File: config.mk
export PLATFORM = sky130hd
export DESIGN_NAME = sysid_read_arbiter
export DESIGN_NICKNAME = d
export VERILOG_FILES = /design/src/rtl/sysid_read_arbiter.sv
export SDC_FILE = /design/constraint.sdc
export NUM_CORES = 1
export LEC_CHECK = 0
export CAP_MARGIN = 20
export CORE_ASPECT_RATIO = 0.7
export CORE_MARGIN = 2
export CORE_UTILIZATION = 39
export CTS_BUF_LIST = sky130_fd_sc_hd__clkbuf_16
export DETAILED_ROUTE_END_ITERATION = 10
export PLACE_DENSITY = 0.79
export SYNTH_ARGS = -nofsm -noshare
export SYNTH_HDL_FRONTEND = slang
export SYNTH_SLANG_ARGS = --single-unit
File: constraint.sdc
create_clock -name clock -period 1.81 [get_ports clock]
set_clock_uncertainty 0.05 [all_clocks]
set_input_delay 0.2715 -clock clock [delete_from_list [all_inputs] [get_ports clock]]
set_output_delay 0.2715 -clock clock [all_outputs]
set_load 0.02 [all_outputs]
File: src/rtl/sysid_read_arbiter.sv
// sysid_read_arbiter: two-master round-robin read arbiter and wait-state sequencer for the sysid slave.
// Define SYSID_CHECK_EN to run a boot-time read of address 0 against EXPECTED_ID before serving masters.
module sysid_read_arbiter #(
  parameter int          WAIT_CYCLES = 1,
  parameter logic [31:0] EXPECTED_ID = 32'h0000_0000
) (
  input  logic        clock,
  input  logic        reset_n,
  input  logic        m0_read,
  input  logic        m0_address,
  output logic        m0_waitrequest,
  output logic [31:0] m0_readdata,
  input  logic        m1_read,
  input  logic        m1_address,
  output logic        m1_waitrequest,
  output logic [31:0] m1_readdata,
  output logic        s_address,
  input  logic [31:0] s_readdata,
  output logic        id_check_done,
  output logic        id_mismatch
);
  // state      | meaning
  // IDLE       | waiting for a master read; arbitrates and latches address
  // ACCESS     | slave address held while the wait-state counter runs down
  // RESP       | winner waitrequest low for this single cycle
  // CHECK      | boot read of address 0, both masters stalled
  // CHECK_RESP | boot check result posted, returning to IDLE
  typedef enum logic [2:0] {IDLE, ACCESS, RESP, CHECK, CHECK_RESP} state_t;

  localparam int         WAIT_EFF = (WAIT_CYCLES < 1 || WAIT_CYCLES > 15) ? 1 : WAIT_CYCLES;
  localparam logic [3:0] CNT_INIT = 4'(WAIT_EFF - 1);

`ifdef SYSID_CHECK_EN
  localparam state_t RESET_STATE = CHECK;
`else
  localparam state_t RESET_STATE = IDLE;
`endif

  state_t      r_state;
  logic [3:0]  r_cnt;
  logic        r_winner;
  logic        r_last_grant;
  logic        r_addr;
  logic [31:0] r_data;
  logic        r_m0_wait;
  logic        r_m1_wait;
  logic        r_done;
  logic        r_mismatch;
  logic        w_any;
  logic        w_pick;

  assign w_any  = m0_read | m1_read;
  // On a tie the master that was not served last wins; a lone requester always wins.
  assign w_pick = (m0_read & m1_read) ? ~r_last_grant : m1_read;

  always_ff @(posedge clock) begin
    if (!reset_n) begin
      r_state      <= RESET_STATE;
      r_cnt        <= CNT_INIT;
      r_winner     <= 1'b0;
      r_last_grant <= 1'b1;
      r_addr       <= 1'b0;
      r_data       <= 32'h0;
      r_m0_wait    <= 1'b1;
      r_m1_wait    <= 1'b1;
      r_done       <= 1'b0;
      r_mismatch   <= 1'b0;
    end else begin
      r_m0_wait <= 1'b1;
      r_m1_wait <= 1'b1;
      case (r_state)
        IDLE: begin
          if (w_any) begin
            r_winner <= w_pick;
            r_addr   <= w_pick ? m1_address : m0_address;
            r_cnt    <= CNT_INIT;
            r_state  <= ACCESS;
          end
        end
        ACCESS: begin
          if (r_cnt == 4'd0) begin
            r_data  <= s_readdata;
            r_state <= RESP;
            if (r_winner) r_m1_wait <= 1'b0;
            else          r_m0_wait <= 1'b0;
          end else begin
            r_cnt <= r_cnt - 4'd1;
          end
        end
        RESP: begin
          r_last_grant <= r_winner;
          r_state      <= IDLE;
        end
`ifdef SYSID_CHECK_EN
        CHECK: begin
          if (r_cnt == 4'd0) begin
            r_done     <= 1'b1;
            r_mismatch <= (s_readdata != EXPECTED_ID);
            r_state    <= CHECK_RESP;
          end else begin
            r_cnt <= r_cnt - 4'd1;
          end
        end
        CHECK_RESP: r_state <= IDLE;
`endif
        default: r_state <= IDLE;
      endcase
    end
  end

  assign m0_waitrequest = r_m0_wait;
  assign m1_waitrequest = r_m1_wait;
  assign m0_readdata    = r_data;
  assign m1_readdata    = r_data;
  assign s_address      = r_addr;

`ifdef SYSID_CHECK_EN
  assign id_check_done = r_done;
  assign id_mismatch   = r_mismatch;
`else
  logic w_unused_check;
  assign w_unused_check = ^{EXPECTED_ID, r_done, r_mismatch};
  assign id_check_done  = 1'b1;
  assign id_mismatch    = 1'b0;
`endif
endmodule

==> summary.md <==
| Metric | Value |
|---|---|
| R2r startpoint | r_cnt[0]$_SDFFE_PN0P_ |
| Worst-Skew Late Latency | between 200 and 300 ps |
| I/O pin total | between 100 and 150 |
| Post-synthesis simple-gate area fraction | 0.139 |
| Antenna cells | 0 |
| Worst-path clk slew | 60 ps |
| H-tree Lvls | 2 |
| Unique masters post-synth | 33 |
| Top-area cell type share of the netlist area | 0.420 |
| Post-Synth XOR/XNOR Area | 0 |
| PD cells | between 800 and 900 nW/um^2 |
| Yosys top cell by area | dfxtp_1 |
| Total Die Area | between 5000 and 6000 um^2 |
| DRC violations left | 0 |
| Number of synthesized register bits | 43 |
| Vias per cell | between 5 and 6 |
| Cts hold-fix bufs | 0 |
| DP HPWL | between 3000 and 4000 um |
| Routed vias | between 1500 and 2000 |
| R2r setup slk | 170 ps |
| Crit end category | flip-flop |
| Synth Area in Compound Gates | 0.239 |
| Post-synthesis mux area share | 0.0104 |
| Worst Setup Start Kind | flip-flop |
| Fill cells | between 400 and 500 |
| CP max FO | 11 |
| Slew Limit Fails | 0 |
| TritonCTS clock tree | built |
| RR Endpoint | m0_readdata[17]$_SDFFE_PN0P_ |
| Root buf cell | clkbuf_16 |
| FF-to-FF path depth | 6 |
| Post-Synthesis Cell Area | roughly 2000 um^2 |
| CP startpoint | r_cnt[0]$_SDFFE_PN0P_ |
| Final period util | 0.908 |
| TritonRoute pass-1 iters | 4 |
| Peak VDD IR | 454 uV |
| LEAKAGE | ~1.1 nW |
| Die width | approximately 90 um |
| Total Routing Usage GR | 0.177 |
| Area contributors post-synth | dfxtp_1 (42%), buf_4 (12%), a21boi_0 (11%) |
| NumNets Final | between 300 and 400 |
| Proportion of layout cells with a drive suffix above 1 | 0.0724 |
| Tmin final | 1640 ps |
| RePlAce Congestion | slightly above 0.7 |
| RSZ-0062 raised after global routing | no |
| Standard-cell row count | 22 |
| Clock Tree Buf Depth | 2 |
| Synth Area in Adders | 0.0122 |
| Tightest Hold Check Type | flip-flop to flip-flop |
| Clk sinks | 43 |
| Main combinational cell family by area after synthesis | compound AO/OA/AOI/OAI gates |
| Outcome | completed |
| CP Data Required Time | about 1900 ps |
| Final setup viols | 0 |
| Routed wire length | a little over 5000 um |
| MaxCap Viol Count | 0 |
| Area Overhead vs Synth | 52.5% |
| Syn nets | approximately 280 |
| Synth async-reset ratio | 0 |
| CTS buffer count | 5 |
| Total grt overflow | 0 |
| Crit Path Class | flip-flop to flip-flop |
| Post-CTS Setup Inserts | 0 |
| Multi-input logic area | around 860 um^2 |
| IO buf count | 104 |
| Starting Density | 0.398 |
| Tot Pwr | 0.00258 W |
| Worst Hold Depth | 1 |
| Vias in the first global route | between 1500 and 2000 |
| Core Area | 5150 um^2 |
| Mean routed wirelength per cell | approximately 14 um |
| Antenna Nets Post-Route | 0 |
| Worst hold slack | between 300 and 400 ps |
| Syn Area/Cell | just under 9 um^2 |
| Post-synth top flop | dfxtp_1 |
| Final hold violations | 0 |
| CP arrival | ~1800 ps |
| Synth warn | 0 |
| Initial antenna violation count | 0 |
| Fmax | slightly above 600 MHz |
| Number of synthesized flops with an enable pin | 0 |
| Mapped Cells | 235 |
| Register area | around 860 um^2 |
| DR iter-0 viols | 60 |
| Sequential share of the synthesized area | 0.420 |
| Die H | 64.7 um |
| Global-route wire length before repair | 8490 um |
| Crit path to | m0_readdata[17]$_SDFFE_PN0P_ |
| Largest net degree at the start of global routing | 42 |
-- power breakdown --
part | switching (W) | internal (W) | leakage [nW]
Sequential | 0.0000404 | 0.00100 | 0.351
Clock | 0.000333 | 0.000637 | 0.0811
Combinational | 0.000267 | 0.000296 | 0.692
Total | 0.000640 | 0.00194 | 1.12
-- synth_stat cells, drive strengths merged (2+ instances only) --
master	count
dfxtp	43
buf	42
o21ai	37
a21boi	35
nand3	32
clkbuf	12
inv	3
nand2	3
nand2b	3
a21oi	2
conb	2
ha	2
or3	2
or3b	2
or4	2
-- critical path, cell delays in order, from the launching register on --
cell	delay, ps
dfxtp_1	320
inv_1	100
ha_1	190
or3b_1	400
buf_4	190
o21ai_0	150
a21boi_0	110
-- state kept, by name, summed over array words and instances, names as in the netlist --
signal,count
r_cnt,4
m1_waitrequest,1
m0_readdata,32
r_last_grant,1
m0_waitrequest,1
r_state,2
r_winner,1
s_address,1
-- worst min path at each step --
| stage | end | slack [ps] | from |
|---|---|---|---|
| after global routing | m1_waitrequest$_SDFF_PN1_ | 420 | r_winner$_SDFFE_PN0P_ |
| after global placement | m1_waitrequest$_SDFF_PN1_ | 370 | r_winner$_SDFFE_PN0P_ |
| after floorplan | m1_waitrequest$_SDFF_PN1_ | 320 | r_winner$_SDFFE_PN0P_ |
| after CTS | m1_waitrequest$_SDFF_PN1_ | 390 | r_winner$_SDFFE_PN0P_ |
| final | m1_waitrequest$_SDFF_PN1_ | 390 | r_winner$_SDFFE_PN0P_ |
| after detailed placement | m1_waitrequest$_SDFF_PN1_ | 370 | r_winner$_SDFFE_PN0P_ |
-- cell usage in the layout (no fill, tap or decap) --
master / netlist / final
or3_1: 2 / 2
nand2b_4: 1 / 1
and2_1: 1 / 1
clkdlybuf4s50_1: 0 / 104
a21boi_1: 6 / 6
o21ai_0: 37 / 37
nand3_1: 32 / 32
bufinv_16: 0 / 1
buf_12: 0 / 2
mux2i_1: 1 / 1
nand2b_1: 2 / 2
nor2b_2: 0 / 1
ha_1: 2 / 2
o221ai_1: 1 / 1
mux2_2: 1 / 1
or2_1: 1 / 1
nor2_1: 1 / 1
conb_1: 2 / 2
buf_4: 34 / 9
a21boi_0: 29 / 29
nor3b_2: 0 / 1
and3_1: 1 / 1
clkbuf_16: 0 / 5
nor3b_4: 0 / 1
or3b_1: 2 / 2
nand4_1: 1 / 1
o311a_1: 1 / 1
nand2_1: 3 / 3
a21oi_1: 2 / 2
inv_1: 3 / 4
o22ai_1: 1 / 1
dfxtp_1: 43 / 43
or4_1: 2 / 2
o21bai_1: 1 / 1
-- routing by layer --
layer / GRT usage / wire (um) / vias to the layer above
li1: - / - / 917
met2: 0.300 / 2340 / 91
met4: 0.0404 / 29 / 0
met3: 0.0721 / 536 / 5
met1: 0.212 / 2290 / 895
met5: 0 / 0 / -
-- timing repair --
item                       CTS  global route
cloned                       0             1
resized for setup            1             0
setup endpoints to repair    9             6
pin swaps                    0             0
-- logic make-up after synthesis --
group | Yosys count
AOI/OAI and AO/OA | 78
buffers and inverters | 57
and+or+nand+nor | 51
DFF | 43
muxes | 2
adders and majority gates | 2
other | 2
-- final cells by class --
cell class	instances	share of cell area
timing repair buffer	115	0.367
clock buffer	5	0.0400
clock inverter	2	0.0108
sequential	43	0.275
tap	72	0.0288
multi-input combinational	136	0.274
inverter	3	0.00360
-- through the flow --
step | instance area (um^2) | TNS, ps | std cells | setup WS, ps | util
global placement | 2950 | 0 | 368 | 36.1 | 0.573
detailed placement | 2950 | -196 | 368 | -63.7 | 0.573
CTS | 3110 | 0 | 375 | 123 | 0.605
global route | 3130 | 0 | 376 | 9.59 | 0.607
finish | 3130 | 0 | 376 | 166 | 0.607
floorplan | 2050 | 0 | 235 | 327 | -
Power figures use the tool's default switching activity.
